`config.mk`:
```
export PLATFORM = sky130hd
export DESIGN_NAME = reaction_ctrl
export DESIGN_NICKNAME = d
export VERILOG_FILES = /design/src/rtl/reaction_ctrl.sv
export SDC_FILE = /design/constraint.sdc
export NUM_CORES = 1
export LEC_CHECK = 0
export ABC_AREA = 0
export BUFFER_PORTS_ARGS = -buffer_cell sky130_fd_sc_hd__buf_2
export CAP_MARGIN = 25
export CORE_ASPECT_RATIO = 0.6
export CORE_MARGIN = 8
export CORE_UTILIZATION = 41
export CTS_CLUSTER_SIZE = 24
export DETAILED_ROUTE_END_ITERATION = 6
export PLACE_DENSITY_LB_ADDON = 0.2
export SLEW_MARGIN = 10
export SYNTH_ARGS = -nofsm -noshare
export SYNTH_HDL_FRONTEND = slang
export SYNTH_SLANG_ARGS = --single-unit
```
`constraint.sdc`:
```
create_clock -name Clk -period 2.8 [get_ports Clk]
set_input_delay 0.14 -clock Clk [delete_from_list [all_inputs] [get_ports Clk]]
set_output_delay 0.14 -clock Clk [all_outputs]
set_load 0.005 [all_outputs]
```
`src/rtl/reaction_ctrl.sv`:
```
// Reaction-time game controller: random pre-lamp delay, then counts ticks until the
// player presses. Reports the measured time, an early press, or a timeout.
module reaction_ctrl #(
   parameter int MIN_DELAY = 1000,
   parameter int MAX_REACT = 8191
) (
   input  logic        Clk,
   input  logic        Rst,
   input  logic        Tick,
   input  logic        Start,
   input  logic        Button,
   input  logic [12:0] RandomValue,
   output logic        LedOn,
   output logic        Busy,
   output logic        Done,
   output logic        EarlyFault,
   output logic        TimedOut,
   output logic [12:0] ReactionTime
);

   typedef enum logic [1:0] {
      ST_IDLE  = 2'd0,
      ST_WAIT  = 2'd1,
      ST_REACT = 2'd2,
      ST_FAULT = 2'd3
   } state_t;

   localparam logic [13:0] min_delay_w = 14'(MIN_DELAY);
   localparam logic [12:0] max_react_w = 13'(MAX_REACT);

   state_t      state;
   state_t      next_state;
   logic [13:0] delay_cnt;
   logic [12:0] react_cnt;
   logic        button_q;
   logic        press;
   logic        delay_expired;
   logic        react_timeout;
   logic        led_d;
   logic        busy_d;

   // Only a rising edge counts as a press; a level held across rounds is ignored.
   assign press         = Button & ~button_q;
   assign delay_expired = (delay_cnt == 14'd0) || (Tick && (delay_cnt == 14'd1));
   assign react_timeout = Tick && (react_cnt == max_react_w);

   // NOTE: sequential state uses non-blocking assignments so every register samples
   // pre-edge values, regardless of the order the statements are written in.
   always_ff @(posedge Clk or negedge Rst) begin
      if (!Rst) state <= ST_IDLE;
      else      state <= next_state;
   end

   // NOTE: each combinational output gets a default first so no path infers a latch.
   always_comb begin
      next_state = state;
      case (state)
         ST_IDLE, ST_FAULT: if (Start) next_state = ST_WAIT;
         ST_WAIT: begin
            if (press)              next_state = ST_FAULT;
            else if (delay_expired) next_state = ST_REACT;
         end
         ST_REACT: if (press || react_timeout) next_state = ST_IDLE;
         default: next_state = ST_IDLE;
      endcase
   end

   // Lamp and busy are decoded from the next state, so the registers track the state exactly.
   always_comb begin
      led_d  = (next_state == ST_REACT);
      busy_d = (next_state == ST_WAIT) || (next_state == ST_REACT);
   end

   always_ff @(posedge Clk or negedge Rst) begin
      if (!Rst) begin
         delay_cnt    <= '0;
         react_cnt    <= '0;
         button_q     <= 1'b0;
         LedOn        <= 1'b0;
         Busy         <= 1'b0;
         Done         <= 1'b0;
         EarlyFault   <= 1'b0;
         TimedOut     <= 1'b0;
         ReactionTime <= '0;
      end else begin
         button_q <= Button;
         LedOn    <= led_d;
         Busy     <= busy_d;
         Done     <= 1'b0;
         case (state)
            ST_IDLE, ST_FAULT: begin
               if (Start) begin
                  delay_cnt  <= min_delay_w + {1'b0, RandomValue};
                  EarlyFault <= 1'b0;
                  TimedOut   <= 1'b0;
               end
            end
            ST_WAIT: begin
               if (press) begin
                  EarlyFault <= 1'b1;
               end else begin
                  if (Tick && (delay_cnt != 14'd0)) delay_cnt <= delay_cnt - 14'd1;
                  if (delay_expired)                 react_cnt <= '0;
               end
            end
            ST_REACT: begin
               // A press wins over a same-cycle tick, which is then not counted.
               if (press) begin
                  ReactionTime <= react_cnt;
                  Done         <= 1'b1;
               end else if (react_timeout) begin
                  ReactionTime <= max_react_w;
                  TimedOut     <= 1'b1;
               end else if (Tick) begin
                  react_cnt <= react_cnt + 13'd1;
               end
            end
            default: ;
         endcase
      end
   end

endmodule
```
**After elaboration in Yosys (flattened, before gate mapping)**

Cells that the tools add are included.

- Flip-flop bits (word level): 48
- Input port bits: 18
- Output and inout port bits: 18
- Word-level logic and storage cells: 75

- Add/subtract/negate cells: 3
- Equal/unequal tests: 16
- Mux-type cells: 25
- Bitwise logic cells: 2
- Reduce and logical (&&, ||, !) cells: 19

Operators with widths:

| kind | count |
|---|---|
| $mux W13 | 7 |
| $mux W14 | 3 |
| $pmux W14 S2 | 1 |
| $pmux W13 S2 | 1 |
| $ne A2 B2 Y1 const B | 9 |
| $add A10 B13 Y14 const A | 1 |
| $eq A14 B1 Y1 const B | 1 |
| $logic_not A14 Y1 | 1 |
| $reduce_bool A14 Y1 | 1 |
| $sub A14 B1 Y14 const B | 1 |
| $add A13 B1 Y13 const B | 1 |
| $eq A13 B13 Y1 const B | 1 |
| $mux W2 | 4 |
| $reduce_and A4 Y1 | 2 |
| $reduce_bool A2 Y1 | 4 |
| $eq A2 B2 Y1 const B | 3 |
| $mux W1 | 6 |
| $pmux W2 S3 | 1 |
| $reduce_and A6 Y1 | 1 |
| $eq A2 B1 Y1 const B | 2 |
| $pmux W1 S2 | 2 |
| $logic_and A1 B1 Y1 | 3 |
| $logic_or A1 B1 Y1 | 3 |
| $reduce_and A3 Y1 | 1 |
| 5 further kinds | 5 |

**Longest topological paths before layout**

- Word-level depth: 8
- Gate-level depth with buffers: 10
- Gate-level depth less buffers: 9

**Worst setup path before layout**

Ideal clock, no wire load.

- Path type: register -> register
- From: reg state[0]
- To: reg delay_cnt[6]
- Library setup time: 0.069 ns
- Arrival time: 2.057 ns
- Data required time: 2.731 ns
- Path slack: 0.674 ns
- Cell stages (with the launch flop): 10
- Buffers on the path: 2
- Clock period less this slack: 2.126 ns
- Cells stage by stage: dfrtp_1 inv_1 ha_1 clkbuf_1 nor2b_1 a31oi_1 a311o_1 buf_2 or4b_1 nand3_1

- Cells in the longest elaborated chain, start to end: 4
- Elaborated cells between the ends (all ways): 10
- Those cells by class: eq/ne: 5; mux: 1; reduce/logical: 4

RTL lines:

| item | line | RTL |
|---|---|---|
| start: declaration | 31 | `state_t state;` |
| start signal: assignment | 51 | `else state <= next_state;` |
| $eq A2 B2 Y1 / $logic_not A2 Y1 (equally long branches) | 90 | `case (state)` |
| $reduce_or A2 Y1 | 90 |  |
| $ne A2 B2 Y1 (no source line) / $reduce_bool A2 Y1 (equally long branches) | -- |  |
| $reduce_and A4 Y1 (no source line) | -- |  |
| end signal: assignment | 93 | `delay_cnt <= min_delay_w + {1'b0, RandomValue};` |
| end signal: assignment | 102 | `if (Tick && (delay_cnt != 14'd0)) delay_cnt <= delay_cnt - 14'd1;` |
| end: declaration | 33 | `logic [13:0] delay_cnt;` |

Parallel ways exist; a longest one is shown, timed or not.
A chain may end at the register's enable or synchronous reset.

**Worst setup path after layout**

- From: reg react_cnt[0]
- To: reg Busy

- Cells in the longest elaborated chain, start to end: 7
- Elaborated cells between the ends (all ways): 8
- Those cells by class: eq/ne: 3; mux: 2; reduce/logical: 3

RTL lines:

| item | line | RTL |
|---|---|---|
| start: declaration | 34 | `logic [12:0] react_cnt;` |
| start signal: assignment | 115 | `react_cnt <= react_cnt + 13'd1;` |
| $eq A13 B13 Y1 (*) | 45 | `assign react_timeout = Tick && (react_cnt == max_react_w);` |
| $logic_and A1 B1 Y1 (*) | 45 |  |
| $logic_or A1 B1 Y1 (*) | 63 | `ST_REACT: if (press \|\| react_timeout) next_state = ST_IDLE;` |
| $mux W2 (*) | 63 |  |
| $pmux W2 S3 (*) | 57 | `case (state)` |
| net next_state[1] | 32 | `state_t next_state;` |
| $eq A2 B1 Y1 / $eq A2 B2 Y1 (equally long branches) | 71 | `busy_d = (next_state == ST_WAIT) \|\| (next_state == ST_REACT);` |
| $logic_or A1 B1 Y1 (*) | 71 |  |
| net busy_d | 40 | `logic busy_d;` |
| end signal: assignment | 88 | `Busy <= busy_d;` |
| end: declaration | 14 | `output logic Busy,` |

The timed path passes the listed nets; every way through them passes the cells marked *.

==> flow_metrics.tcl <==
set metrics [dict create \
    outcome "completed" \
    cp.required_ps 2980 \
    vias 2567 \
    fin_total_pwr_mw 3.33 \
    synthFlopType "dfrtp_1" \
    start_kind "register" \
    critPathMaxFanout 9 \
    arrival_ps 2530 \
    final_max_slew_viol_count 0 \
    grt_overflow_total 0 \
    cp_cell_sequence "ha_1, nand2_1, nor4_4, a21oi_1, a211oi_1, nor2_1, ha_1, inv_1" \
    antenna_found_initial 0 \
    diodes 0 \
    drc 0 \
    slew_headroom_pct 46.0 \
    rsz0062_at_grt "false" \
    synth_area_sq_mm 0.00287 \
    dr.pass1.iters 5 \
    grt_pass1_vias 2351 \
    die_area_sq_mm 0.0100 \
    power_density_mw_per_mm2 1000 \
    grt_pass1_wl_mm 12.6 \
    crit_type "register to register" \
    route.detailed.wl_per_inst_um 17.6 \
    placed_cell_area_sq_mm 0.00317 \
    die_y_um 80.8 \
    ys_types 57 \
    first_iter_violations 260 \
    fin_crit_sh_pct 83.8 \
    viasPerCell 5.98 \
    worst-path-stages 8 \
    power.leakage_nw 1.43 \
    cp-endpoint "Busy$_DFF_PN0_" \
    area_delta_synth_final_pct 15.7 \
    post_cts_resized 0 \
    cts_max_level 2 \
    cap_viol_max_count 0 \
    yosysSeqAreaShare_pct 41.8 \
    synth_edf_count 0 \
    insertion_delay_ps 280 \
    synth_top_cell_by_area "dfrtp_1" \
    core_area_sq_mm 0.00673 \
    reg2reg_setup_slack_ps 450 \
    cts_made_buffers 5 \
    netlist.area_leader.share_pct 41.8 \
    timing.critical_path.from "react_cnt[0]$_DFFE_PN0P_" \
    synth_area_per_cell_sq_um 9.51 \
    tns_ps 0 \
    synth_cells 302 \
    cts_root_buffer "clkbuf_16" \
    ios 36 \
    rows 23 \
    r2r-end "Busy$_DFF_PN0_" \
    synth-async-reset-ratio_pct 100 \
    cts.hold.buffers_added 2 \
    finalCriticalPeriod_ps 2350 \
    clock.fmax_mhz 426 \
    grt_usage_pct 15.8 \
    gp_congestion 0.850 \
    cp_slowest_stage_delay_ps 530 \
    synth_most_common_cell "dfrtp_1" \
    hold_ws_ps 149 \
    finalSetupViolCount 0 \
    finalNetCount 368 \
    skew_ps 5.75 \
    final_hold_viol_count 0 \
    grt_max_degree 35 \
    dp_hpwl_mm 5.50 \
    crit_path_end_kind "register" \
    cts.clk_slew.worst_paths_ps 60 \
    hold_class "input pin to register" \
    path_delay_family "simple AND/OR/NAND/NOR gates" \
    cts_buffer_depth 2 \
    ys_ff_latch 48 \
    synth_common_cells "dfrtp_1 (48), nand2_1 (25), o21ai_0 (25)" \
    r2r_start "react_cnt[0]$_DFFE_PN0P_" \
    critPathSlowestCell "nor4_4" \
    wirelength_mm 7.57 \
    postCtsSetupBuffers 0 \
    final_area_sq_mm 0.00332 \
    io_buffers 35 \
    ir_drop_v 0.000391 \
    crit_top_cell "ha_1" \
    start_util_pct 42.7 \
    cp_num_buf_inv 1 \
    die_x_um 124 \
    yosysWarningCount 0 \
    final_layout_size_suffix_gt1_share_pct 18.7 \
    cts_sinks 48 \
    tightest_slew_ps 811 \
    cts_tree "done" \
    postRouteAntennaNets 0 \
    synth.area.top_cells "dfrtp_1 (42%), o21ai_0 (4.4%), ha_1 (3.5%), a21oi_1 (3.3%), nand2_1 (3.3%)" \
    syn_nets 328 \
    reg2reg_depth 8 \
]
[cell type report]
cell class | count | area, sq um
clock buffers | 6 | 129
clock inverters | 1 | 5.00
fillers | 623 | 3410
inverters | 11 | 41.3
multi-input cells | 229 | 1570
flip-flops and latches | 48 | 1200
well taps | 87 | 109
repair buffers | 47 | 270
[worst reg2reg max path: cells and delay by family (launching register included)]
kind | cells | cell delay [ps]
flip-flops | 1 | 430
adder cells (fa/ha/maj) | 2 | 490
AND/OR/NAND/NOR | 3 | 820
AO/OA/AOI/OAI | 2 | 480
buffers and inverters | 1 | 40
[how the worst min path moves through the flow]
stage / startpoint / endpoint / cells after the start
2_1_floorplan: Rst / Busy$_DFF_PN0_ / 0
3_3_place_gp: Rst / delay_cnt[11]$_DFFE_PN0P_ / 1
3_5_place_dp: Rst / delay_cnt[11]$_DFFE_PN0P_ / 1
4_1_cts: RandomValue[0] / delay_cnt[0]$_DFFE_PN0P_ / 3
5_1_grt: RandomValue[0] / delay_cnt[0]$_DFFE_PN0P_ / 3
6_report: RandomValue[0] / delay_cnt[0]$_DFFE_PN0P_ / 3
[routing by layer]
| layer | part of all wire, % | vias up | GRT usage, % |
|---|---|---|---|
| li1 | - | 1235 | - |
| met1 | 56 | 1230 | 26.6 |
| met2 | 37 | 96 | 19.2 |
| met3 | 6.9 | 6 | 3.18 |
| met4 | 0.54 | 0 | 3.31 |
| met5 | 0 | - | 0 |
[cells by family (layout without fill, tap and decap cells)]
logic type	count (synthesis)	after routing	share of synthesized area (%)
simple gates	106	106	22.3
compound gates	105	105	25.7
flops	48	48	41.8
buf+inv	25	65	3.61
fa+ha+maj	8	8	3.48
xor+xnor	7	7	2.13
mux	3	3	1.05
[cell usage in the layout, fill, tap and decap left out, types with 5 or more instances in the layout]
cell type and instances:
ha_1 8, a31oi_1 5, nand2b_1 6, a21oi_1 19
o21ai_0 25, nor3_1 5, nand3_1 11, buf_2 35
clkbuf_16 5, nor2_1 18, nand2_1 25, o22a_1 10
a2bb2oi_1 9, buf_4 10, inv_1 11, dfrtp_1 48
nand4_1 5, xnor2_1 6, or4_1 7
[per-stage QoR]
stage	cells	setup WS [ps]	utilization [%]
2_1_floorplan	302	674	-
3_3_place_gp	420	557	47.1
3_5_place_dp	420	492	47.1
4_1_cts	429	472	49.3
5_1_grt	429	298	49.3
6_report	429	453	49.3
[state kept, by name, summed over array words and instances, names as in the netlist, 2 cells and up]
signal / flops
delay_cnt: 14
ReactionTime: 13
react_cnt: 13
state: 2
[where the power goes]
part           switching, mW  leakage (nW)  internal [mW]  total, mW
clock network          0.244        0.0667          0.325      0.569
logic                  0.863         0.770          0.701       1.56
registers              0.243         0.589          0.954       1.20
Power figures use the tool's default switching activity.
